[src/rtl/rob_multiport.sv]
`default_nettype none
// ============================================================================
// rob_multiport : multi-lane reorder buffer with in-order gated retirement
// Revision      : 1.0
// ============================================================================
module rob_multiport #(
   parameter int DEPTH   = 16,
   parameter int ALLOC_W = 2,
   parameter int CMT_W   = 4,
   parameter int RET_W   = 2,
   parameter int IW      = $clog2(DEPTH)
) (
   input  logic                  clk,
   input  logic                  rst_n,
   input  logic                  flush_i,
   input  logic [ALLOC_W-1:0]    alloc_valid_i,
   input  logic [ALLOC_W*2-1:0]  alloc_type_i,
   output logic                  alloc_ready_o,
   output logic [ALLOC_W*IW-1:0] alloc_idx_o,
   output logic [ALLOC_W-1:0]    alloc_pos_o,
   input  logic [CMT_W-1:0]      cmt_valid_i,
   input  logic [CMT_W*IW-1:0]   cmt_idx_i,
   input  logic [CMT_W-1:0]      cmt_exc_i,
   input  logic [CMT_W-1:0]      cmt_redirect_i,
   output logic [RET_W-1:0]      ret_valid_o,
   output logic [RET_W*IW-1:0]   ret_idx_o,
   output logic [RET_W*2-1:0]    ret_type_o,
   output logic [RET_W-1:0]      ret_exc_o,
   output logic [RET_W-1:0]      ret_redirect_o,
   output logic [IW:0]           count_o,
   output logic [IW-1:0]         oldest_idx_o
);

   localparam logic [1:0] TYPE_BRANCH = 2'b01;
   localparam logic [1:0] TYPE_STORE  = 2'b10;
   localparam logic [IW:0] READY_MAX  = (IW+1)'(DEPTH - ALLOC_W);

   logic [IW:0]              head_q, head_d, tail_q, tail_d, count_q, count_d;
   logic [DEPTH-1:0]         busy_q, busy_d, comp_q, comp_d;
   logic [DEPTH-1:0]         exc_q, exc_d, redir_q, redir_d;
   logic [DEPTH-1:0][1:0]    type_q, type_d;
   logic                     alloc_fire;
   logic [IW:0]              n_alloc, n_ret;

   assign alloc_ready_o = (count_q <= READY_MAX);
   assign alloc_fire    = alloc_ready_o && (|alloc_valid_i);
   assign count_o       = count_q;
   assign oldest_idx_o  = head_q[IW-1:0];

   generate
      for (genvar i = 0; i < ALLOC_W; i++) begin : g_alloc_lane
         logic [IW:0] lane_ptr;
         assign lane_ptr                  = tail_q + (IW+1)'(i);
         assign alloc_idx_o[i*IW +: IW]   = lane_ptr[IW-1:0];
         assign alloc_pos_o[i]            = lane_ptr[IW];
      end
   endgenerate

   // Retire lanes chain: each lane needs all older lanes retiring and no hazard among them.
   always_comb begin
      logic [IW-1:0] idx;
      logic          lane_ok, blocked, br_seen, st_seen;
      ret_valid_o    = '0;
      ret_idx_o      = '0;
      ret_type_o     = '0;
      ret_exc_o      = '0;
      ret_redirect_o = '0;
      idx            = '0;
      lane_ok        = 1'b1;
      blocked        = 1'b0;
      br_seen        = 1'b0;
      st_seen        = 1'b0;
      for (int j = 0; j < RET_W; j++) begin
         idx                        = head_q[IW-1:0] + IW'(j);
         ret_idx_o[j*IW +: IW]      = idx;
         ret_type_o[j*2 +: 2]       = type_q[idx];
         ret_exc_o[j]               = exc_q[idx];
         ret_redirect_o[j]          = redir_q[idx];
         lane_ok = lane_ok && ((IW+1)'(j) < count_q) && busy_q[idx] && comp_q[idx]
                   && !blocked
                   && !((type_q[idx] == TYPE_BRANCH) && br_seen)
                   && !((type_q[idx] == TYPE_STORE) && st_seen);
         ret_valid_o[j] = lane_ok;
         if (lane_ok) begin
            blocked = blocked | exc_q[idx] | redir_q[idx];
            br_seen = br_seen | (type_q[idx] == TYPE_BRANCH);
            st_seen = st_seen | (type_q[idx] == TYPE_STORE);
         end
      end
   end

   always_comb begin
      logic [IW-1:0] e;
      head_d  = head_q;
      tail_d  = tail_q;
      count_d = count_q;
      busy_d  = busy_q;
      comp_d  = comp_q;
      exc_d   = exc_q;
      redir_d = redir_q;
      type_d  = type_q;
      n_alloc = '0;
      n_ret   = '0;
      e       = '0;
      for (int j = 0; j < RET_W; j++)
         n_ret = n_ret + (IW+1)'(ret_valid_o[j]);
      if (alloc_fire)
         for (int i = 0; i < ALLOC_W; i++)
            n_alloc = n_alloc + (IW+1)'(alloc_valid_i[i]);

      if (flush_i) begin
         head_d  = '0;
         tail_d  = '0;
         count_d = '0;
         busy_d  = '0;
         comp_d  = '0;
      end else begin
         // Ascending port order lets the highest port win on duplicate indices.
         for (int k = 0; k < CMT_W; k++) begin
            e = cmt_idx_i[k*IW +: IW];
            if (cmt_valid_i[k] && busy_q[e]) begin
               comp_d[e]  = 1'b1;
               exc_d[e]   = cmt_exc_i[k];
               redir_d[e] = cmt_redirect_i[k];
            end
         end
         for (int j = 0; j < RET_W; j++) begin
            if (ret_valid_o[j]) begin
               e         = ret_idx_o[j*IW +: IW];
               busy_d[e] = 1'b0;
               comp_d[e] = 1'b0;
            end
         end
         if (alloc_fire) begin
            for (int i = 0; i < ALLOC_W; i++) begin
               if (alloc_valid_i[i]) begin
                  e          = tail_q[IW-1:0] + IW'(i);
                  busy_d[e]  = 1'b1;
                  comp_d[e]  = 1'b0;
                  exc_d[e]   = 1'b0;
                  redir_d[e] = 1'b0;
                  type_d[e]  = alloc_type_i[i*2 +: 2];
               end
            end
         end
         head_d  = head_q + n_ret;
         tail_d  = tail_q + n_alloc;
         count_d = count_q + n_alloc - n_ret;
      end
   end

   always_ff @(posedge clk or negedge rst_n) begin
      if (!rst_n) begin
         head_q  <= '0;
         tail_q  <= '0;
         count_q <= '0;
         busy_q  <= '0;
         comp_q  <= '0;
         exc_q   <= '0;
         redir_q <= '0;
         type_q  <= '0;
      end else begin
         head_q  <= head_d;
         tail_q  <= tail_d;
         count_q <= count_d;
         busy_q  <= busy_d;
         comp_q  <= comp_d;
         exc_q   <= exc_d;
         redir_q <= redir_d;
         type_q  <= type_d;
      end
   end

endmodule
`default_nettype wire

[config.mk]
export PLATFORM = sky130hd
export DESIGN_NAME = rob_multiport
export DESIGN_NICKNAME = d
export VERILOG_FILES = /design/src/rtl/rob_multiport.sv
export SDC_FILE = /design/constraint.sdc
export NUM_CORES = 1
export LEC_CHECK = 0
export CORE_MARGIN = 3
export CORE_UTILIZATION = 47
export CTS_CLUSTER_SIZE = 24
export DETAILED_ROUTE_END_ITERATION = 7
export MAX_ROUTING_LAYER = met4
export PLACE_DENSITY = 0.67
export SLEW_MARGIN = 30
export SYNTH_ARGS = -nofsm -noshare
export SYNTH_HDL_FRONTEND = slang
export SYNTH_SLANG_ARGS = --single-unit
[constraint.sdc]
create_clock -name clk -period 12.95 [get_ports clk]
set_input_delay 2.59 -clock clk [delete_from_list [all_inputs] [get_ports clk]]
set_output_delay 2.59 -clock clk [all_outputs]
set_load 0.02 [all_outputs]
==> results of run 1 <==
[per-stage QoR]
step / std cells / hold WS, ps / area [µm²] / power [µW]
3_3_place_gp: 1313 / 495.7 / 10230 / 769.4
4_1_cts: 1329 / 522.0 / 10590 / 1109
5_1_grt: 1330 / 569.3 / 10590 / 1160
2_1_floorplan: 1036 / 460.7 / 9462 / 630.4
6_report: 1330 / 527.5 / 10590 / 1113
3_5_place_dp: 1313 / 503.4 / 10230 / 771.0
[power by group]
group	leakage [µW]	switching (µW)	internal [µW]
registers	0.00151	52.9	380
logic	0.00266	194	148
clock network	0.000175	141	197
total	0.00434	388	724
[cells by family (layout without fill, tap and decap cells)]
family,after synthesis,in the layout,synth area share (%)
simple gates,402,402,20.22
compound gates,246,246,17.89
mux,136,136,22.08
flops,110,110,29.09
buf+inv,96,124,4.708
fa+ha+maj,32,32,4.549
xor+xnor,14,14,1.455
other cells,0,1,0
[cells in the final DEF, fill, tap and decap left out, types with 12 or more instances in the layout]
master,n
mux4_2,58
a32o_1,24
ha_1,28
mux2i_1,76
nand2b_1,14
nor2_1,119
nor2b_1,15
dfrtp_1,109
o21ai_0,53
o22ai_1,13
a21oi_1,57
clkdlybuf4s50_1,72
or3_1,14
a211o_1,27
nand3_1,25
nand2_1,141
and2_1,12
inv_1,26
[final cells by class]
class                   instances  area [µm²]  area share, %
inverters                      28       105.1         0.9926
diodes                          1       2.502        0.02363
well taps                     265       331.6          3.131
multi-input cells             830        6264          59.15
clock buffers                  10       239.0          2.257
clock inverters                 6       115.1          1.087
flip-flops and latches        110        2754          26.01
repair buffers                 80       778.2          7.350
[cell usage after synthesis, types with 8 or more instances]
| master | count | area, µm² |
|---|---|---|
| nor2_1 | 119 | 446.7 |
| nor2b_1 | 15 | 93.84 |
| dfrtp_1 | 110 | 2753 |
| o41ai_1 | 10 | 87.58 |
| buf_1 | 8 | 30.03 |
| nand2_1 | 141 | 529.3 |
| ha_1 | 28 | 350.3 |
| a22oi_1 | 10 | 75.07 |
| o21ai_0 | 53 | 265.3 |
| a211o_1 | 27 | 236.5 |
| mux4_2 | 58 | 1306 |
| inv_1 | 26 | 97.59 |
| nor3_1 | 10 | 50.05 |
| and2_1 | 12 | 75.07 |
| a21oi_1 | 57 | 285.3 |
| o22ai_1 | 13 | 81.33 |
| nand2b_1 | 14 | 87.58 |
| a32o_1 | 24 | 240.2 |
| mux2i_1 | 76 | 760.7 |
| clkbuf_1 | 41 | 153.9 |
| nand3_1 | 25 | 125.1 |
| or3_1 | 14 | 87.58 |
[sequential cells by signal, indices dropped and copies added, names as in the netlist]
signal   cells
head_q       4
comp_q      16
redir_q     16
tail_q       5
count_o      5
exc_q       16
busy_q      16
type_q      32
[how the worst max path moves through the flow]
stage,start,endpoint,slack (ps)
floorplan,head_q[0],ret_valid_o[1],6760
global placement,head_q[0],ret_valid_o[1],6190
detailed placement,head_q[0],ret_valid_o[1],6070
CTS,head_q[0],ret_valid_o[1],5660
global route,head_q[0],ret_valid_o[1],5360
finish,head_q[0],ret_valid_o[1],5630
[layer usage]
| metal | wire length (µm) | global-route usage (%) |
|---|---|---|
| met1 | 13960 | 44.68 |
| met3 | 4179 | 8.093 |
| met5 | 0 | - |
| met2 | 14620 | 46.11 |
| met4 | 1910 | 15.43 |
[worst min-delay path: cells and delay by family (launching register included)]
| kind | cells | cell delay (ps) |
|---|---|---|
| DFF | 1 | 370 |
| and+or+nand+nor | 1 | 60 |
| AOI/OAI and AO/OA | 1 | 60 |
==> metrics, run 1 <==
fin nets 1128; Worst slew margin 30.70%; status completed; Clock Pin Slew Worst Setup and Hold Paths 80 ps; syn_area_per_cell ~9 µm²; vias per inst 6.861; Post-CTS Setup Inserts 0; CP required ~10000 ps; worst slack, placed 6067 ps; CTS Buf Count 9; kind of critical path register to output pin; CP max stage cell ha_1; number of synthesized flops with an enable pin 0; Power Dens Cells 105.1 nW/µm²; Wirelength per Cell 26.06 µm; Lkg Pwr 0.004344 µW; CORE AREA 19590 µm²; vias in the first global route 8777; Hold Path Class register to register; Root Driver clkbuf_16; Worst-Margin Slew roughly 1000 ps; worst reg2reg path endpoint count_o[4]; Post-synth ARST share 100.0%; Top Ports 75; Clk Latency, worst-skew pair 370 ps; post-synthesis sequential area ratio between 20% and 30%; CP max stage delay 690 ps; synthesis-stage register bit count 110; Worst Setup Start Kind register; clock tree buffer depth 2; first-pass GRT wire length 53300 µm; min Tclk post-route around 7300 ps; reg2reg start head_q[0]; reg2reg path depth 18; Top FF cell, synth dfrtp_1; IO buf count 74; CP Max Fanout 56; fill count 1817; R2R Setup Slk a little over 7000 ps; clk_skew a little over 10 ps; clk sink count 110; CP dominant cell by count mux2i_1; vias approximately 9k; Hold Path Origin type_q[0]; FMAX approximately 140 MHz; RSZ-0062 raised after global routing false; Synth cell types 71; die area 21870 µm²; worst vdd ir 0.00006069 V; DR iter-0 viols 1286; Final ANT Viol Nets 0; gr usage total 32.77%; CTS tree yes; CP Buf/Inv Count 3; Final WS setup roughly 5600 ps; Hold Fails Final Rpt 0; Final Wtd Congestion between 1 and 1.5; CP Depth 10; layout cells sized above 1 about a tenth; remaining routing DRC violations 0; Slew Viols, Final 0; hold path depth 2; pin count of the biggest net entering global routing 60; cts repair resizes 0; cell count after synthesis 1036; Worst Path Arrival 4730 ps; Die Ht 147.9 µm; H-tree levels 3; initial cell density of the core 48.30%; final WL 34670 µm; Area Growth Syn to Fin 11.91%; Detailed Routing Iterations Pass 1 6; Syn. warnings 0; Hold Crit Endpoint type_q[0]; Crit path max-delay family buffers and inverters; Syn Std Cell Area around 9500 µm²; Post-Syn Nets between 1k and 1.5k; initial antenna violation count 1; # hold bufs at CTS 0; Max-Cap Viols 0; Final period util 56.54%; die width 147.9 µm; post-route setup TNS 0 ps; Rows 51; total grt overflow 0; DP Wirelength approximately 25000 µm; CP cell instances buf_4 > inv_1 > ha_1 > mux4_2 > mux2i_1 > mux2i_1 > nand4bb_1 > nand4_2 > a21oi_1 > clkdlybuf4s50_1; Core Util, Final around 54%; Final setup viols 0; crit path capture type output pin
Note: power is estimated with default switching activity, not from simulation.
==> run 2: changes to the inputs <==
==> constraint.sdc (replaced) <==
create_clock -name clk -period 7.2 [get_ports clk]
set_input_delay 1.44 -clock clk [delete_from_list [all_inputs] [get_ports clk]]
set_output_delay 1.44 -clock clk [all_outputs]
set_load 0.02 [all_outputs]
==> run 2 against run 1 <==
Net effect: utilization down 0.13 points; die area did not move; total power up 76%; global-route usage fell by 0.58 points; sequential share of layout area grew 0.065 points; critical path depth is 1 lower; sequential power is 81% higher; first-iteration DRC count is 8.5% higher; cell count about the same; via count decreased by 1.0%; flip-flop and latch count did not move; largest power group unchanged; highest routed layer unchanged.
==> metrics, run 2 (same netlist as run 1, synthesis figures left out) <==
Wirelength per Cell 25.81 µm; FMAX 174.7 MHz; Final Wtd Congestion 1.071; RSZ-0062 raised after global routing false; die area 21870 µm²; final WL 34300 µm; gr usage total 32.19%; reg2reg path depth 17; Clock Pin Slew Worst Setup and Hold Paths 80 ps; initial antenna violation count 0; CP max stage delay 750 ps; IO buf count 74; register cell area after layout 2754 µm²; CP cell instances inv_1 > ha_1 > buf_4 > mux4_2 > o31ai_1 > nor3_2 > nand4_2 > a21oi_1 > clkdlybuf4s50_1; H-tree levels 3; # hold bufs at CTS 0; Ant. Diodes 0; min Tclk post-route 5724 ps; Top Ports 75; Rows just over 50; Multi-input gate area roughly 6300 µm²; Worst Setup Start Kind register; DP Wirelength 25560 µm; Detailed Routing Iterations Pass 1 6; most frequent cells in the layout 141 x nand2_1, 119 x nor2_1, 109 x dfrtp_1; CP max stage cell dfrtp_2; Top reg by flops type_q; layout cells sized above 1 between 10% and 20%; Final setup viols 0; Hold Fails Final Rpt 0; Hold Crit Endpoint type_q[5]; CORE AREA 19590 µm²; CTS tree yes; max reg flops 32; clk_skew 12.48 ps; pin count of the biggest net entering global routing 60; hold path depth 2; clk sink count 110; vias per inst 6.797; total grt overflow 0; finished layout cell area 10560 µm²; Hold Path Origin type_q[5]; Worst-Margin Slew 1001 ps; vias in the first global route 8522; CP Buf/Inv Count 3; Post-CTS Setup Inserts 0; Crit path max-delay family buffers and inverters; remaining routing DRC violations 0; CP Max Fanout 24; Worst Path Arrival 4280 ps; Slew Viols, Final 0; Core Util, Final approximately 54%; die width 147.9 µm; CP required 5760 ps; kind of critical path register to output pin; placed cell area 10230 µm²; Clk Latency, worst-skew pair 370 ps; crit path capture type output pin; post-route setup TNS 0 ps; DR iter-0 viols ~1.4k; Worst slew margin roughly a third; worst reg2reg path endpoint count_o[4]; cts repair resizes 0; Die Ht 147.9 µm; reg2reg start head_q[0]; final std cells w/o fill 1329; most common cell after layout, fill and taps aside nand2_1; Power Dens Cells 185.8 nW/µm²; Hold Path Class register to register; Final ANT Viol Nets 0; R2R Setup Slk 2000 ps; worst vdd ir 0.0001014 V; fill count about 1.8k; fin nets 1128; Max-Cap Viols 0; DP Cell Count 1313; Final period util 79.50%; vias 9033; CTS Buf Count 9; Root Driver clkbuf_16; Lkg Pwr 0.004328 µW; first-pass GRT wire length 52500 µm; status completed; clock tree buffer depth 2; Area Growth Syn to Fin 11.64%; initial cell density of the core about half
run 2: cell count changes in the layout (fill, tap and decap cells not counted), sizes merged:
cell,change
clkinvlp,+1
clkbuf,-1
bufinv,-1
clkinv,+1
diode,-1
run 2: area by class of cell:
class	instances	area share [%]
multi-input cells	830	59.30
inverters	28	0.9950
flip-flops and latches	110	26.07
repair buffers	80	7.368
clock buffers	9	2.132
well taps	265	3.139
clock inverters	7	0.9950
run 2: how the worst max path moves through the flow:
stage	endpoint	startpoint	slack, ps	cells after the start
2_1_floorplan	count_o[4]	head_q[0]	1730	22
3_3_place_gp	ret_valid_o[1]	head_q[1]	1880	9
3_5_place_dp	ret_valid_o[1]	head_q[1]	1870	9
4_1_cts	ret_valid_o[1]	head_q[1]	1480	9
5_1_grt	ret_valid_o[1]	head_q[1]	1190	9
6_report	ret_valid_o[1]	head_q[0]	1480	9
run 2: report_power, final:
part | switching (µW) | internal (µW)
Combinational | 347 | 266
Clock | 258 | 311
Sequential | 97.3 | 683
Total | 703 | 1260
run 2: stage by stage:
step	worst slack, ps	power, µW	hold slack, ps
after CTS	1475	1956	528.1
after global routing	1193	2047	566.9
after detailed placement	1871	1387	510.3
final	1476	1963	535.5
after floorplan	1728	1134	460.7
after global placement	1878	1384	504.7
run 2: metal layers:
metal  GRT usage (%)  routed length [µm]
met1           44.32               13940
met2           46.20               14860
met3           8.430                4054
met4           11.55                1439
met5               -                   0
run 2: worst min-delay path: cells and delay by family (launching register included):
family / cells / cell delay [ps]
AO/OA/AOI/OAI: 1 / 60
flip-flops: 1 / 380
AND/OR/NAND/NOR: 1 / 60
==> run 3: changes to the inputs <==
==> constraint.sdc (replaced) <==
create_clock -name clk -period 6 [get_ports clk]
set_input_delay 1.2 -clock clk [delete_from_list [all_inputs] [get_ports clk]]
set_output_delay 1.2 -clock clk [all_outputs]
set_load 0.02 [all_outputs]
==> run 3 against run 2 <==
Net effect: total power is 17% higher; worst hold slack worse by 18 ps; final area is 0.12% lower; cell count is 0.23% higher; flip-flop and latch count stayed put; first-iteration DRC count is 15% lower; combinational power is 20% higher; sequential share of layout area hardly changed.
==> metrics, run 3 (same netlist as run 1, synthesis figures left out) <==
status completed; fill count roughly 1.8k; CP dominant cell by count mux2i_1; vias in the first global route approximately 8.5k; Psw around 850 µW; layout cells sized above 1 10.40%; post-route setup TNS 0 ps; Top Ports 75; kind of critical path register to output pin; Worst Path Arrival between 4000 and 5000 ps; Clock Pin Slew Worst Setup and Hold Paths 80 ps; IO buf count 74; CP Buf/Inv Count 3; pin count of the biggest net entering global routing 68; vias 8983; Power Dens Cells 217.0 nW/µm²; clock tree buffer depth 2; DP Wirelength 25370 µm; first-pass GRT wire length 52430 µm; Hold Crit Endpoint type_q[0]; total grt overflow 0; Final Hold Slack 517.0 ps; DR iter-0 viols 1188; CP max stage delay 680 ps; Final setup viols 0; Final period util 87.89%; Top reg by flops type_q; R2R Setup Slk 1040 ps; Post-CTS Setup Inserts 0; hold path depth 2; cts repair resizes 0; final WL 34110 µm; Area Growth Syn to Fin 11.50%; Die Ht 147.9 µm; final std cells w/o fill between 1k and 1.5k; gr usage total 32.25%; CTS Buf Count 9; Final ANT Viol Nets 0; Max-Cap Viols 0; max reg flops 32; Lkg Pwr approximately 0.0043 µW; Ant. Diodes 0; Wirelength per Cell 25.61 µm; Slew Viols, Final 0; CORE AREA just under 20000 µm²; Worst-Margin Slew 994.6 ps; CP cell instances buf_4 > ha_1 > xnor2_2 > inv_2 > mux2i_1 > mux2i_1 > nand4bb_1 > nand4_2 > a21oi_1 > clkdlybuf4s50_1; H-tree levels 3; combinational fraction of design power approximately a third; Final Wtd Congestion 1.001; crit path capture type output pin; fin nets 1131; die area 21870 µm²; CP Max Fanout 32; overall power 2290 µW; Worst Setup Start Kind register; reg2reg path depth 18; worst reg2reg path endpoint count_o[4]; remaining routing DRC violations 0; initial cell density of the core ~48%; Pint 1442 µW; sw frac 37.01%; min Tclk post-route 5273 ps; reg2reg start head_q[0]; die width 147.9 µm; Detailed Routing Iterations Pass 1 5; Hold Path Origin type_q[0]; most frequent cells in the layout 141 x nand2_1, 119 x nor2_1, 109 x dfrtp_1; clock network power share between 20% and 30%; Hold Fails Final Rpt 0; CTS tree yes; clk sink count 110; Worst slew margin roughly a third; vias per inst 6.744; CP max stage cell clkdlybuf4s50_1; Hold Path Class register to register; placed cell area 10250 µm²; sequential fraction of design power 40.4%; most common cell after layout, fill and taps aside nand2_1; RSZ-0062 raised after global routing false; initial antenna violation count 0; clk_skew 8.738 ps; Crit path max-delay family buffers and inverters; Rows between 50 and 60; DP Cell Count 1316; CP required 4800 ps; finished layout cell area ~11000 µm²; Clk Latency, worst-skew pair 370 ps; FMAX 189.6 MHz; # hold bufs at CTS 0; Root Driver clkbuf_16; worst vdd ir 0.0001522 V
-- run 3: cell count changes in the layout (fill, tap and decap cells not counted), sizes merged --
cell	delta
buf	+3
bufinv	-2
clkbuf	+1
inv	+1
-- run 3: worst register-to-register path: stages (launching register included) --
cell,delay [ps]
dfrtp_2,440
buf_4,460
ha_1,440
xnor2_2,200
inv_2,340
mux2i_1,300
mux2i_1,150
nand4bb_1,180
nand4_2,210
a21oi_1,310
ha_1,310
ha_1,280
inv_1,40
ha_1,210
fa_1,410
a21o_1,190
a21oi_1,160
xnor2_1,140
nor2_1,50
-- run 3: cell type report --
| cell class | count | area [µm²] | share of cell area (%) |
|---|---|---|---|
| tap | 265 | 331.6 | 3.143 |
| sequential | 110 | 2754 | 26.10 |
| inverter | 28 | 105.1 | 0.9962 |
| clock buffer | 10 | 239.0 | 2.265 |
| multi-input combinational | 830 | 6264 | 59.37 |
| timing repair buffer | 83 | 804.5 | 7.626 |
| clock inverter | 6 | 52.55 | 0.4981 |
-- run 3: how the worst max path moves through the flow --
stage / startpoint / to / slack [ps] / depth (start not counted)
floorplan: head_q[0] / count_o[4] / 530 / 22
global placement: head_q[0] / count_o[4] / 1210 / 18
detailed placement: head_q[0] / count_o[4] / 1110 / 18
CTS: head_q[0] / ret_valid_o[1] / 740 / 10
global route: head_q[0] / ret_valid_o[1] / 510 / 10
finish: head_q[0] / ret_valid_o[1] / 730 / 10
-- run 3: power by group through the flow --
stage / Clock, µW / Combinational, µW / Sequential (µW)
global route: 654 / 795 / 934
detailed placement: 0 / 724 / 935
floorplan: 0 / 452 / 908
global placement: 0 / 717 / 930
CTS: 632 / 729 / 920
finish: 626 / 738 / 926
-- run 3: layer usage --
metal	part of all wire, %	vias up	GRT usage, %
li1	-	3908	-
met1	40	4377	43.93
met2	44	600	46.89
met3	11	98	8.093
met4	4.6	0	12.01
met5	0	-	-
-- run 3: through the flow --
step	utilization (%)	setup WS, ps
finish	53.85	726.7
global route	53.85	505.6
CTS	53.84	743.5
detailed placement	52.35	1108
global placement	52.35	1214
floorplan	-	528.1
